==> src/rtl/cos_pkg.sv <==
// cos_pkg: shared widths, constants, state encoding and Taylor coefficients for cos_taylor_ctrl
package cos_pkg;
    localparam int Q16_W = 17;
    localparam logic [Q16_W-1:0] ONE = 17'd65536;
    localparam logic [Q16_W-1:0] X_MAX = 17'd92681;
    typedef enum logic [2:0] {IDLE, SQ, MULX2, MULC, ACC, DONE} state_t;
    // index 0 is a dummy so k maps straight onto the table
    localparam logic [8:0][Q16_W-1:0] COEF = {
        17'd273, 17'd360, 17'd496, 17'd728, 17'd1170, 17'd2185, 17'd5461, 17'd32768, 17'd0
    };
endpackage

==> src/rtl/cos_coef_rom.sv <==
// cos_coef_rom: combinational k -> round(65536/((2k-1)(2k))) lookup
module cos_coef_rom
    import cos_pkg::*;
(
    input  logic [3:0]       k,
    output logic [Q16_W-1:0] coef
);
    always_comb coef = (k <= 4'd8) ? COEF[k] : '0;
endmodule

==> src/rtl/cos_taylor_ctrl.sv <==
// cos_taylor_ctrl: Q1.16 cos(x) Taylor sequencer driving one external booth multiplier.
// Optional macro COS_EARLY_EXIT_EN stops the series once a term truncates to zero.
module cos_taylor_ctrl
    import cos_pkg::*;
#(
    parameter int NTERMS  = 5,
    parameter int MUL_LAT = 1
) (
    input  logic              clk,
    input  logic              rst,
    input  logic              start,
    input  logic [Q16_W-1:0]  x_in,
    output logic              busy,
    output logic              done,
    output logic              range_err,
    output logic [17:0]       cos_out,
    output logic [Q16_W-1:0]  mul_multiplier,
    output logic [Q16_W-1:0]  mul_multiplicand,
    input  logic [33:0]       mul_sum
);
    localparam int CW = $clog2(MUL_LAT + 1);
    localparam logic [CW-1:0] LAT = CW'(MUL_LAT);
    state_t           state;
    logic [Q16_W-1:0] x2, term, coef, prod;
    logic [17:0]      acc, acc_nx;
    logic [3:0]       k;
    logic [CW-1:0]    cnt;
    logic             last, fin;
    logic             unused_bits;
    cos_coef_rom u_rom (.k(k), .coef(coef));
    assign prod        = mul_sum[32:16];
    assign unused_bits = ^{mul_sum[33], mul_sum[15:0]};
    assign last        = cnt == '0;
    assign acc_nx      = k[0] ? acc - {1'b0, term} : acc + {1'b0, term};
`ifdef COS_EARLY_EXIT_EN
    assign fin = (k == 4'(NTERMS)) || (term == '0);
`else
    assign fin = k == 4'(NTERMS);
`endif
    always_ff @(posedge clk) begin
        if (rst) begin
            state            <= IDLE;
            busy             <= 1'b0;
            done             <= 1'b0;
            range_err        <= 1'b0;
            cos_out          <= '0;
            mul_multiplier   <= '0;
            mul_multiplicand <= '0;
            x2               <= '0;
            term             <= '0;
            acc              <= '0;
            k                <= '0;
            cnt              <= '0;
        end else begin
            done <= 1'b0;
            case (state)
                IDLE: if (start) begin
                    busy <= 1'b1;
                    if (x_in > X_MAX) begin
                        state     <= DONE;
                        done      <= 1'b1;
                        range_err <= 1'b1;
                        cos_out   <= '0;
                    end else begin
                        state            <= SQ;
                        term             <= ONE;
                        acc              <= {1'b0, ONE};
                        k                <= 4'd1;
                        cnt              <= LAT;
                        mul_multiplier   <= x_in;
                        mul_multiplicand <= x_in;
                    end
                end
                SQ: if (last) begin
                    state            <= MULX2;
                    x2               <= prod;
                    cnt              <= LAT;
                    mul_multiplier   <= term;
                    mul_multiplicand <= prod;
                end else cnt <= cnt - 1'b1;
                MULX2: if (last) begin
                    state            <= MULC;
                    cnt              <= LAT;
                    mul_multiplier   <= prod;
                    mul_multiplicand <= coef;
                end else cnt <= cnt - 1'b1;
                MULC: if (last) begin
                    state <= ACC;
                    term  <= prod;
                end else cnt <= cnt - 1'b1;
                ACC: begin
                    acc <= acc_nx;
                    if (fin) begin
                        state            <= DONE;
                        done             <= 1'b1;
                        range_err        <= 1'b0;
                        cos_out          <= acc_nx;
                        mul_multiplier   <= '0;
                        mul_multiplicand <= '0;
                    end else begin
                        state            <= MULX2;
                        k                <= k + 4'd1;
                        cnt              <= LAT;
                        mul_multiplier   <= term;
                        mul_multiplicand <= x2;
                    end
                end
                DONE: begin
                    state <= IDLE;
                    busy  <= 1'b0;
                end
                default: state <= IDLE;
            endcase
        end
    end
endmodule

==> config.mk <==
export PLATFORM = sky130hd
export DESIGN_NAME = cos_taylor_ctrl
export DESIGN_NICKNAME = d
export VERILOG_FILES = /design/src/rtl/cos_pkg.sv /design/src/rtl/cos_coef_rom.sv /design/src/rtl/cos_taylor_ctrl.sv
export SDC_FILE = /design/constraint.sdc
export NUM_CORES = 1
export LEC_CHECK = 0
export ABC_AREA = 1
export ABC_CLOCK_PERIOD_IN_PS = 2880
export CAP_MARGIN = 20
export CELL_PAD_IN_SITES_DETAIL_PLACEMENT = 1
export CELL_PAD_IN_SITES_GLOBAL_PLACEMENT = 1
export CORE_ASPECT_RATIO = 1.4
export CORE_MARGIN = 2
export CORE_UTILIZATION = 35
export CTS_CLUSTER_SIZE = 24
export DETAILED_ROUTE_END_ITERATION = 12
export PLACE_DENSITY = 0.84
export SETUP_SLACK_MARGIN = 0.1
export SYNTH_ARGS = -nofsm -noshare
export SYNTH_HDL_FRONTEND = slang
export SYNTH_SLANG_ARGS = --single-unit
export TNS_END_PERCENT = 50
==> constraint.sdc <==
create_clock -name clk -period 2.88 [get_ports clk]
set_input_delay 0.432 -clock clk [delete_from_list [all_inputs] [get_ports clk]]
set_output_delay 0.432 -clock clk [all_outputs]
set_load 0.1 [all_outputs]
After elaboration in Yosys (flattened, before gate mapping)
Memory sizes are Yosys's and may differ from the RTL's. A register that Yosys moved wholly into a read port is not among the register bits.
Cells that the tools add are included.
- bits in registers: 115
- bits in read-only memories: 272
- input port bits: 54
- output and inout port bits: 55
- word-level logic and storage cells: 102
- memories kept: 1
- $add $sub $neg: 4
- $lt $le $gt $ge: 3
- equality and inequality tests: 14
- muxes and demuxes: 51
- bitwise logic cells: 1
- reductions and logical operators: 16
- memories (name ; depth ; width ; read ports ; clocked after memory_dff ; wr ports ; RTL line ; source):
    (no name shown) ; 16 ; 17 ; 1 ; 1 ; 0 ; cos_coef_rom.sv:8 ; always_comb coef = (k <= 4'd8) ? COEF[k] : '0;
- operators by type and width (operator ; count):
    $mux W17 ; 11
    $pmux W17 S4 ; 2
    $mux W18 ; 6
    $pmux W18 S2 ; 2
    $pmux W17 S2 ; 1
    $mux W4 ; 5
    $reduce_and A4 Y1 ; 5
    $add A18 B17 Y18 ; 1
    $mux W3 ; 6
    $sub A18 B17 Y18 ; 1
    $gt A17 B17 Y1 const B ; 1
    $ne A2 B2 Y1 const B ; 8
    $pmux W3 S5 ; 1
    $mux W1 ; 12
    $pmux W4 S2 ; 1
    $reduce_bool A4 Y1 ; 2
    $eq A3 B2 Y1 const B ; 2
    $eq A3 B3 Y1 const B ; 2
    $pmux W1 S2 ; 3
    $reduce_bool A2 Y1 ; 3
    $lt A4 B5 Y1 const B ; 1
    $reduce_and A5 Y1 ; 1
    $add A4 B1 Y4 const B ; 1
    $eq A4 B3 Y1 const B ; 1
    other kinds (9) ; 10

Depth between registers and ports, before layout
Gate-level depths: netlist of run 1.
- word-level depth: 6
- mapped depth: 20
- gate-level depth less buffers: 20

By module
From an unflattened synthesis of run 1, not the netlist that was laid out.
- cells, all modules: 1021
- area total of the unflattened synthesis: 6804.0 um^2
- by module, submodules not included (module ; times used ; cells an instance ; area an instance (um^2) ; seq. area each (um^2)):
    cos_taylor_ctrl ; 1 ; 983 ; 6631.4 ; 2302.2
    cos_coef_rom ; 1 ; 38 ; 172.7 ; 0.0

Least setup slack after synthesis of run 1
Ideal clock, no wire load.
- path type: register -> register
- start: register term[0]
- end: register acc[17]
- library setup time: 0.132 ns
- arrival time: 2.593 ns
- data required time: 2.748 ns
- setup slack: 0.155 ns
- stages on the path, launching flop included: 20
- path buffers: 0
- period minus slack after synthesis: 2.725 ns
- path through: dfxtp_1 -> inv_1 -> ha_1 -> nor3b_1 -> nand2_1 -> nor3_1 -> nand3_1 -> nand2_1 -> o21ai_0 -> xor2_1 -> inv_1 -> ha_1 -> nand2_1 -> nand2_1 -> a21oi_1 -> o21bai_1 -> nor2_1 -> nand3_1 -> o21ai_0 -> a21oi_1
- word-level cells in the longest chain between the ends: 3
- ends and longest elaborated chain (item ; RTL line ; source):
    from (decl) ; cos_taylor_ctrl.sv:24 ; logic [Q16_W-1:0] x2, term, coef, prod;
    from (signal assigned) ; cos_taylor_ctrl.sv:89 ; term <= prod;
    $add A18 B17 Y18 or $sub A18 B17 Y18 (tied branches) ; cos_taylor_ctrl.sv:34 ; assign acc_nx = k[0] ? acc - {1'b0, term} : acc + {1'b0, term};
    $mux W18 (*) ; cos_taylor_ctrl.sv:34 ;
    $pmux W18 S2 (*) ; cos_taylor_ctrl.sv:56 ; case (state)
    to (signal assigned) ; cos_taylor_ctrl.sv:67 ; acc <= {1'b0, ONE};
    to (signal assigned) ; cos_taylor_ctrl.sv:92 ; acc <= acc_nx;
    to (decl) ; cos_taylor_ctrl.sv:25 ; logic [17:0] acc, acc_nx;
Mark *: on every way between the ends. The rest lies on a longest branch, timed or not.
A chain may end at the register's enable or synchronous reset.

Worst setup path in the final report of run 1
- start: register term[1]
- end: register acc[17]
The elaborated chain is that of the path after synthesis.

==> summary.md, run 1 <==
| Metric | Value |
|---|---|
| Status | finished with violations |
| Failing checks | setup timing |
| Area contributors post-synth | dfxtp_1 (39%), nand2_1 (8.9%), a21oi_1 (8.6%) |
| Clk buf depth | 2 |
| PortBufs | 91 |
| FF-to-FF setup slack | -0.29 ns |
| Synth area leader | dfxtp_1 |
| RR Startpoint | term[1] |
| Multi-input gate area | 4100 um2 |
| Syn-to-layout area delta | 41.2% |
| Vias per cell | between 5 and 6 |
| Most frequent cells after synthesis | nand2_1 (156), dfxtp_1 (128), a21oi_1 (113) |
| Place WS | -0.364 ns |
| Clk pwr share | 19.8% |
| Sequential fraction of design power | 18.8% |
| Post-synthesis async set-or-reset flop share | 0% |
| Skew-Pair Late Insertion Delay | 0.44 ns |
| Die Height | 167 um |
| Psw | around 6.6 mW |
| Slack of the critical path | -0.292 ns |
| Die area | 20000 um2 |
| Nature of the critical path startpoint | flop |
| Antenna violations before repair | 0 |
| Antenna cells | 0 |
| DRT Pass-1 Iters | 6 |
| Post-Synthesis Cells | roughly 890 |
| Wirelength per Cell | roughly 23 um |
| Detailed-route via count | about 7400 |
| LEAKAGE | 3.92 nW |
| WS Path Type | reg -> reg |
| Vias in the first global route | 7714 |
| Switching Share | around half |
| Final period util | 110% |
| PD cells | 1360 nW/um2 |
| Crit Path Max Fanout | 4 |
| Met3 Use GR | 4.14% |
| Violation count after the first detailed-routing iteration | 382 |
| Cell area after synthesis | 6610 um2 |
| Cell internal pwr | 6.11 mW |
| Synth Register Bits | about 130 |
| Largest net degree at the start of global routing | ~70 |
| IO Pins | 109 |
| Max VDD drop | 0.792 mV |
| Grt met1 use | 27.2% |
| Crit Reg-Reg Endpoint | acc[17] |
| Starting Density | 35.7% |
| Pins over their slew limit | 0 |
| Final hold slack | around 0.39 ns |
| Most common cell in the synthesized netlist | nand2_1 |
| Synth Flop Type | dfxtp_1 |
| Register area | around 2600 um2 |
| Grt ovf | 0 |
| Comb power frac | slightly above 60% |
| Min Tclk post-route | 3.17 ns |
| Root Driver | clkbuf_16 |
| Max Fclk | 0.315 GHz |
| TritonCTS buffer count | 17 |
| Synth top area share | 38.8% |
| Final setup viols | 15 |
| Sink Count | 128 |
| Netlist cell types | 49 |
| Remaining antenna violation count | 0 |
| RePlAce Congestion | 0.872 |
| Crit path DAT | 3.45 ns |
| Row cnt | 59 |
| Most Crowded Layer GR | met2 |
| CP Capture Type | flop |
| CP Data Required Time | 3.16 ns |
| Cells on Worst Hold Path | 4 |
| # Max-Cap Violations | 0 |
| Clk_skew | 0.0108 ns |
| Rel. slew slack | 40.8% |
| Least-Margin Pin Slew | between 0.8 and 0.9 ns |
| Layout cell share with drive strength beyond 1 | 29.1% |
| Final wirelength | 29.1 mm |
| Grt met2 use | 47.5% |
| Setup crit start | term[1] |
| Nets | 1100 |
| Post-synth EDFFs | 0 |
| H-tree depth | 4 |
| Reg clk slew, reported paths | 0.07 ns |
| Unrepaired setup endpoints after global routing | yes |
| Total GRT Usage | 26.1% |
| Syn Nets | 961 |
| Total core area | 18500 um2 |
| Reg2Reg Depth | 19 |
| First-pass GRT wire length | a little over 40 mm |
| Hold Violations, Final | 0 |
| DRC violations left | 0 |
| Syn. warnings | 0 |
| Die Span X | 120 um |
| Sequential-to-total area share from yosys stat | about two fifths |
| CP endpoint | acc[17] |
| Syn avg cell area | 7.47 um2 |
| Hold buffer count at cts | 0 |
| Hold WC Path Type | in -> reg |
| CTS tree | done |
| Post-DP HPWL | 16.5 mm |
| FILL cells | 2185 |
## per-layer routing
layer,up-vias,part of all wire (%)
li1,3301,-
met1,3621,37
met2,334,52
met3,129,4.5
met4,0,6.2
met5,-,0
## final cells by class
cell class / instances / share of cell area [%]
Clock buffer: 19 / 4.85
Clock inverter: 12 / 2.20
Tap cell: 244 / 3.27
Inverter: 84 / 3.55
Sequential cell: 128 / 27.6
Timing Repair Buffer: 160 / 14.6
Multi-Input combinational cell: 633 / 43.9
## logic make-up (layout without fill, tap and decap cells)
| family | count (synthesis) | after routing | share of synthesized area [%] |
|---|---|---|---|
| compound gates | 276 | 276 | 25.0 |
| xor+xnor | 17 | 17 | 2.25 |
| fa+ha+maj | 22 | 22 | 4.28 |
| buf+inv | 124 | 275 | 8.03 |
| flops | 128 | 128 | 38.8 |
| simple gates | 318 | 318 | 21.7 |
## stage by stage
step	cells	total power, mW	instance area (um2)	util, %	setup TNS (ns)
after floorplan	885	6.77	6610	-	0
after global placement	1228	8.44	7900	42.6	-1.25
after detailed placement	1228	8.60	7900	42.6	-2.96
after CTS	1269	11.6	8860	47.8	-0.176
after global routing	1280	13.2	9330	50.4	-4.18
final	1280	12.7	9330	50.4	-2.75
## cells in the final DEF, fill, tap and decap left out, types with 7 or more instances in the layout
| cell type | Yosys | layout |
|---|---|---|
| buf_4 | 2 | 115 |
| nand2_1 | 156 | 138 |
| dfxtp_1 | 128 | 121 |
| o21ai_0 | 76 | 59 |
| xor2_1 | 14 | 12 |
| o21ai_2 | 0 | 7 |
| a21oi_4 | 1 | 7 |
| inv_1 | 73 | 68 |
| dfxtp_2 | 0 | 7 |
| a221oi_1 | 20 | 20 |
| nor2_1 | 87 | 74 |
| inv_2 | 8 | 11 |
| nor2_2 | 1 | 10 |
| a21oi_1 | 113 | 91 |
| nand2_4 | 5 | 13 |
| clkdlybuf4s50_1 | 0 | 35 |
| nand3_1 | 32 | 23 |
| a21oi_2 | 4 | 20 |
| clkbuf_16 | 0 | 17 |
| o2bb2ai_1 | 13 | 13 |
| a211oi_1 | 20 | 20 |
| ha_1 | 21 | 12 |
| o21ai_1 | 0 | 9 |
| nand2_2 | 8 | 18 |
| nand3_2 | 1 | 8 |
| ha_4 | 0 | 9 |
| a22oi_1 | 16 | 16 |
## how the worst min path moves through the flow
stage               startpoint  endpoint  slack, ns
floorplan                x2[0]     x2[0]       0.43
global placement        acc[0]    acc[0]       0.45
detailed placement       x2[0]     x2[0]       0.45
CTS                        rst      k[0]       0.40
global route               rst      k[0]       0.41
finish                     rst      k[0]       0.39
## power groups by stage
stage | logic [mW] | registers [mW] | clock network (mW)
finish | 7.78 | 2.38 | 2.51
global route | 8.19 | 2.42 | 2.58
CTS | 6.75 | 2.36 | 2.49
detailed placement | 6.22 | 2.39 | 0
global placement | 6.07 | 2.38 | 0
floorplan | 3.01 | 3.77 | 0
## worst max-delay path: stages, from the launching register on
cell	delay, ns
dfxtp_2	0.33
inv_2	0.08
ha_4	0.15
nor3b_4	0.24
nand2_2	0.13
nor3_4	0.17
nand3_2	0.12
nand2_4	0.11
nand2_4	0.06
xor2_1	0.16
ha_1	0.41
nand2_1	0.14
nor2_2	0.19
inv_1	0.09
nor2_2	0.15
nand4_1	0.11
nand3_2	0.12
a21oi_2	0.07
o21ai_2	0.09
a21oi_1	0.08
## what timing repair did
item                       in CTS  in global routing
buffers inserted               11                 11
gates resized for setup        60                 98
pin swaps                      29                 35
gates cloned                    0                  0
setup endpoints to repair      23                 24
(Power assumes the default switching activity.)
==> run 2, diff against run 1 <==
--- a/config.mk
+++ b/config.mk
@@ -11,7 +11,7 @@
 export CELL_PAD_IN_SITES_DETAIL_PLACEMENT = 1
 export CELL_PAD_IN_SITES_GLOBAL_PLACEMENT = 1
 export CORE_ASPECT_RATIO = 1.4
-export CORE_MARGIN = 2
+export CORE_MARGIN = 10
 export CORE_UTILIZATION = 35
 export CTS_CLUSTER_SIZE = 24
 export DETAILED_ROUTE_END_ITERATION = 12
==> constraint.sdc (replaced) <==
create_clock -name clk -period 2.88 [get_ports clk]
set_input_delay 0.432 -clock clk [delete_from_list [all_inputs] [get_ports clk]]
set_output_delay 0.432 -clock clk [all_outputs]
set_load 0.02 [all_outputs]
==> summary.md, run 2 (synthesized netlist as in run 1, its figures left out) <==
| Metric | Value |
|---|---|
| Status | finished with violations (unchanged) |
| Failing checks | setup timing (unchanged) |
| Remaining antenna violation count | 0 (unchanged) |
| Slowest-stage cell, CP | dfxtp_2 (was ha_1) |
| Skew-Pair Late Insertion Delay | 0.43 ns (was 0.44 ns) |
| Reg clk slew, reported paths | 0.07 ns (about the same) |
| Hold WC Path Type | reg -> reg (was in -> reg) |
| Pins over their slew limit | 0 (unchanged) |
| DRT Pass-1 Iters | 7 (was 6) |
| Vias in the first global route | 7559 (was 7714) |
| Post-DP HPWL | 16.9 mm (was 16.5 mm) |
| Total stage count of the critical path | 18 (was 19) |
| Most common cell on crit path | a21oi_1 |
| Violation count after the first detailed-routing iteration | 413 (was 382) |
| Reg2Reg Depth | 18 (was 19) |
| Clk_skew | 0.0123 ns (was 0.0108 ns) |
| Total GRT Usage | 20.1% (was 26.1%) |
| CP Data Required Time | 3.23 ns (was 3.16 ns) |
| LEAKAGE | 3.69 nW (was 3.92 nW) |
| Final wirelength | 27.8 mm (was 29.1 mm) |
| Max Fclk | 0.306 GHz (was 0.315 GHz) |
| Multi-input gate area | 3990 um2 (was 4100 um2) |
| Nets | 1089 (was 1100) |
| Final period util | 113% (was 110%) |
| Min Tclk post-route | 3.27 ns (was 3.17 ns) |
| IO Pins | 109 (unchanged) |
| CTS tree | done (unchanged) |
| Max VDD drop | 0.589 mV (was 0.792 mV) |
| Final hold slack | 0.465 ns (was 0.389 ns) |
| Most common cell after layout, fill and taps aside | nand2_1 (unchanged) |
| Fin Setup TNS | -3.95 ns (was -2.75 ns) |
| Crit path cell chain | inv_2 > ha_4 > nor3b_4 > nand2_2 > nor3_4 > nand3_2 > nand2_4 > buf_6 > xor2_4 > ha_4 > nand2_4 > o21ai_1 > a21oi_1 > nand2_1 > a21oi_1 > o21ai_0 > buf_4 > a21oi_1 (was inv_2 > ha_4 > nor3b_4 > nand2_2 > nor3_4 > nand3_2 > nand2_4 > nand2_4 > xor2_1 > ha_1 > nand2_1 > nor2_2 > inv_1 > nor2_2 > nand4_1 > nand3_2 > a21oi_2 > o21ai_2 > a21oi_1) |
| Die Height | 183 um (was 167 um) |
| First-pass GRT wire length | 39.9 mm (was 41.1 mm) |
| Layout cell share with drive strength beyond 1 | 22.3% (was 29.1%) |
| Hold buffer count at cts | 0 (unchanged) |
| Buffers & Inverters on Critical Path | 3 (was 2) |
| Nature of the critical path startpoint | flop (unchanged) |
| Detailed-route via count | 7152 (was 7385) |
| Crit path DAT | 3.62 ns (was 3.45 ns) |
| Sink Count | 128 (unchanged) |
| WS Path Type | reg -> reg (unchanged) |
| H-tree depth | 4 (unchanged) |
| Least-Margin Pin Slew | 0.864 ns (was 0.888 ns) |
| Register area | 2570 um2 (unchanged) |
| Final setup viols | 18 (was 15) |
| Die Span X | 136 um (was 120 um) |
| Wirelength per Cell | 21.9 um (was 22.7 um) |
| Row cnt | 59 (unchanged) |
| Antenna violations before repair | 0 (unchanged) |
| RePlAce Congestion | 0.910 (was 0.872) |
| Clk buf depth | 2 (unchanged) |
| Antenna cells | 0 (unchanged) |
| Root Driver | clkbuf_16 (unchanged) |
| Largest net degree at the start of global routing | 65 (was 69) |
| TritonCTS buffer count | 17 (unchanged) |
| PD cells | 1180 nW/um2 (was 1360 nW/um2) |
| Cells on Worst Hold Path | 2 (was 4) |
| Rel. slew slack | 42.4% (was 40.8%) |
| Vias per cell | 5.63 (was 5.77) |
| CP top delay family | simple AND/OR/NAND/NOR gates (unchanged) |
| Grt ovf | 0 (unchanged) |
| Crit Path Max Fanout | 4 (unchanged) |
| Die area | 24900 um2 (was 20000 um2) |
| Max incr delay on CP | 0.33 ns (was 0.41 ns) |
| Unrepaired setup endpoints after global routing | yes (unchanged) |
| Hold Violations, Final | 0 (unchanged) |
| Syn-to-layout area delta | 38.5% (was 41.2%) |
| Slack of the critical path | -0.388 ns (was -0.292 ns) |
| Starting Density | 35.5% (was 35.7%) |
| Total core area | 18600 um2 (was 18500 um2) |
| # Max-Cap Violations | 0 (unchanged) |
| FILL cells | 2222 (was 2185) |
| PortBufs | 91 (unchanged) |
| CP Capture Type | flop (unchanged) |
| DRC violations left | 0 (unchanged) |
| Most frequent cells in the layout | nand2_1 (135), dfxtp_1 (123), a21oi_1 (92) (was nand2_1 (138), dfxtp_1 (121), buf_4 (115)) |
[run 2: changes by cell type in the layout (fill, tap and decap cells not counted), moves of 4 or more]
cell             change
nand2_4              -4
a21oi_4              -5
nand2_2              +7
clkdlybuf4s50_1     +55
buf_4               -63
bufinv_16            -5
a21oi_2              +4
inv_6                +4
[run 2: cell type report]
cell class,instances,share of cell area [%]
Clock buffer,18,4.69
Tap cell,244,3.33
Sequential cell,128,28.1
Clock inverter,14,1.35
Inverter,84,3.57
Multi-Input combinational cell,633,43.6
Timing Repair Buffer,149,15.4
[run 2: tightest hold or removal path, cell delays in order (launching register included)]
cell	delay, ns
dfxtp_1	0.30
inv_1	0.06
a21oi_1	0.06
[run 2: repair_timing]
item	4_1_cts	5_1_grt
cloned	0	0
resized for setup	48	84
setup buffers	4	6
setup endpoints to repair	23	25
pin swaps	13	37
[run 2: where the power goes]
part / switching, mW / internal [mW] / total (mW)
clock: 0.964 / 1.13 / 2.10
sequential: 0.234 / 2.13 / 2.37
combinational: 4.05 / 2.27 / 6.33
[run 2: metrics by stage]
stage	std cells	util (%)	setup WS (ns)	area, um2	power, mW
after floorplan	885	-	0.155	6610	5.59
after global routing	1270	49.2	-0.518	9160	11.4
final	1270	49.2	-0.388	9160	10.8
after CTS	1264	47.3	-0.104	8790	9.84
after detailed placement	1228	43.2	-0.311	8040	7.45
after global placement	1228	43.2	-0.239	8040	7.29
[run 2: final timing paths]
kind	slack (ns)	startpoint	endpoint
max	-0.39	term[0]	acc[12]
min	0.46	x2[0]	x2[0]
min reg2reg	0.46	x2[0]	x2[0]
max reg2reg	-0.39	term[0]	acc[12]
[run 2: routing by layer]
metal	GRT usage (%)	share of wire [%]	vias up	wire, um
met4	13.6	6.7	0	1860
met1	20.2	36	3477	9890
met3	4.45	4.9	120	1370
met2	35.9	53	273	14700
li1	-	-	3282	-
met5	0	0	-	0
==> run 3, diff against run 2 <==
--- a/config.mk
+++ b/config.mk
@@ -13,9 +13,11 @@
 export CORE_ASPECT_RATIO = 1.4
 export CORE_MARGIN = 10
 export CORE_UTILIZATION = 35
-export CTS_CLUSTER_SIZE = 24
+export CTS_CLUSTER_SIZE = 10
 export DETAILED_ROUTE_END_ITERATION = 12
+export GPL_ROUTABILITY_DRIVEN = 0
 export PLACE_DENSITY = 0.84
+export REMOVE_ABC_BUFFERS = 1
 export SETUP_SLACK_MARGIN = 0.1
 export SYNTH_ARGS = -nofsm -noshare
 export SYNTH_HDL_FRONTEND = slang
==> summary.md, run 3 (synthesized netlist as in run 1, its figures left out) <==
| Metric | Value |
|---|---|
| PD cells | 1150 nW/um2 (was 1180 nW/um2) |
| Most frequent cells in the layout | nand2_1 (139), dfxtp_1 (122), a21oi_1 (94) (was nand2_1 (135), dfxtp_1 (123), a21oi_1 (92)) |
| Final period util | 103% (was 113%) |
| DRT Pass-1 Iters | 4 (was 7) |
| Grt ovf | 0 (unchanged) |
| TritonCTS buffer count | 17 (unchanged) |
| Max incr delay on CP | 0.39 ns (was 0.33 ns) |
| Pins over their slew limit | 0 (unchanged) |
| Row cnt | 59 (unchanged) |
| Nature of the critical path startpoint | flop (unchanged) |
| # Max-Cap Violations | 0 (unchanged) |
| Most common cell after layout, fill and taps aside | nand2_1 (unchanged) |
| Clk_skew | 0.00951 ns (was 0.0123 ns) |
| Reg clk slew, reported paths | 0.06 ns (was 0.07 ns) |
| CP Data Required Time | 3.16 ns (was 3.23 ns) |
| Violation count after the first detailed-routing iteration | 310 (was 413) |
| PortBufs | 91 (unchanged) |
| Crit path cell chain | inv_1 > nand3_1 > nor2_1 > nand2_1 > nand2_1 > xnor2_1 > inv_1 > ha_1 > a21oi_1 > o21ai_1 > a21oi_1 > nand2_1 > nand2_2 > nand2_2 > nand2_1 > a21oi_1 (was inv_2 > ha_4 > nor3b_4 > nand2_2 > nor3_4 > nand3_2 > nand2_4 > buf_6 > xor2_4 > ha_4 > nand2_4 > o21ai_1 > a21oi_1 > nand2_1 > a21oi_1 > o21ai_0 > buf_4 > a21oi_1) |
| Crit Reg-Reg Endpoint | cos_out[16] (was acc[12]) |
| Reg2Reg Depth | 16 (was 18) |
| Hold WC Path Type | reg -> reg (unchanged) |
| RR Startpoint | term[12] (was term[0]) |
| Vias per cell | 5.37 (was 5.63) |
| Least-Margin Pin Slew | 0.838 ns (was 0.864 ns) |
| Final setup viols | 3 (was 18) |
| Sink Count | 128 (unchanged) |
| Die Height | 183 um (unchanged) |
| Min Tclk post-route | 2.96 ns (was 3.27 ns) |
| Vias in the first global route | 7431 (was 7559) |
| Clk buf depth | 2 (unchanged) |
| CTS tree | done (unchanged) |
| Antenna violations before repair | 0 (unchanged) |
| Crit Path Max Fanout | 5 (was 4) |
| H-tree depth | 4 (unchanged) |
| Crit path DAT | 3.24 ns (was 3.62 ns) |
| Slack of the critical path | -0.0793 ns (was -0.388 ns) |
| Max VDD drop | 0.669 mV (was 0.589 mV) |
| Syn-to-layout area delta | 38.1% (was 38.5%) |
| Slowest-stage cell, CP | ha_1 (was dfxtp_2) |
| Failing checks | setup timing (unchanged) |
| Final hold slack | 0.462 ns (was 0.465 ns) |
| LEAKAGE | 3.67 nW (was 3.69 nW) |
| IO Pins | 109 (unchanged) |
| Place WS | -0.331 ns (was -0.311 ns) |
| Starting Density | 35.5% (unchanged) |
| Antenna cells | 0 (unchanged) |
| Die area | 24900 um2 (unchanged) |
| Unrepaired setup endpoints after global routing | yes (unchanged) |
| Largest net degree at the start of global routing | 65 (unchanged) |
| DRC violations left | 0 (unchanged) |
| Total core area | 18600 um2 (unchanged) |
| Rel. slew slack | 44.1% (was 42.4%) |
| Nets | 1087 (was 1089) |
| Wirelength per Cell | 19.0 um (was 21.9 um) |
| Skew-Pair Late Insertion Delay | 0.44 ns (was 0.43 ns) |
| CP Capture Type | flop (unchanged) |
| Post-route cell area | 9130 um2 (was 9160 um2) |
| Cell area after placement | 8010 um2 (was 8040 um2) |
| Root Driver | clkbuf_16 (unchanged) |
| Hold buffer count at cts | 0 (unchanged) |
| Setup crit start | term[12] (was term[0]) |
| Post-DP HPWL | 16.9 mm (about the same) |
| FF-to-FF setup slack | -0.08 ns (was -0.39 ns) |
| Layout cell share with drive strength beyond 1 | 21.6% (was 22.3%) |
| CP endpoint | cos_out[16] (was acc[12]) |
| Max Fclk | 0.338 GHz (was 0.306 GHz) |
| Total GRT Usage | 19.0% (was 20.1%) |
| Final wirelength | 24.1 mm (was 27.8 mm) |
| WS Path Type | reg -> reg (unchanged) |
| Detailed-route via count | 6808 (was 7152) |
| Remaining antenna violation count | 0 (unchanged) |
| First-pass GRT wire length | 37.8 mm (was 39.9 mm) |
| Hold Violations, Final | 0 (unchanged) |
| Status | finished with violations (unchanged) |
| Die Span X | 136 um (unchanged) |
| Most common cell on crit path | nand2_1 (was a21oi_1) |
| Cells on Worst Hold Path | 2 (unchanged) |
[run 3: worst min-delay path by stage]
stage               startpoint  slack [ns]         end
finish                    busy        0.46        busy
floorplan                x2[0]        0.43       x2[0]
global placement         x2[0]        0.44       x2[0]
CTS                       busy        0.46        busy
detailed placement        busy        0.45        busy
global route        cos_out[6]        0.48  cos_out[6]
[run 3: area by class of cell]
type / count / area [um2]
multi-input cells: 633 / 3970
fillers: 2266 / 9470
well taps: 244 / 305
flip-flops and latches: 128 / 2570
clock inverters: 11 / 108
inverters: 84 / 327
clock buffers: 20 / 457
repair buffers: 147 / 1390
[run 3: stage by stage]
stage	std cells	util (%)	TNS, ns	power (mW)
floorplan	845	-	0	5.35
global placement	1226	43.1	-0.910	7.18
detailed placement	1226	43.1	-3.51	7.35
CTS	1260	47.4	-0.0518	9.74
global route	1267	49.1	-2.11	11.1
finish	1267	49.1	-0.115	10.5
[run 3: routing by layer]
layer / vias up / part of all wire, % / global-route usage [%]
met5: - / 0 / 0
met3: 53 / 5.0 / 5.06
met4: 0 / 3.2 / 7.77
met1: 3323 / 39 / 19.4
met2: 154 / 53 / 35.2
li1: 3278 / - / -
[run 3: what timing repair did]
item,in CTS,in global routing
endpoints found under the setup margin,24,26
resized for setup,52,81
setup buffers,3,7
hold endpoints to repair,0,0
pin swaps,21,27
[run 3: critical path, delay by kind of cell, from the launching register on]
family / cells / cell delay (ns)
fa+ha+maj: 1 / 0.39
compound gates: 4 / 0.76
xor+xnor: 1 / 0.14
buf+inv: 2 / 0.27
flops: 1 / 0.35
simple gates: 8 / 0.89
[run 3: power breakdown]
| group | internal, mW | switching [mW] |
|---|---|---|
| logic | 2.25 | 3.76 |
| registers | 2.13 | 0.242 |
| clock network | 1.23 | 0.869 |
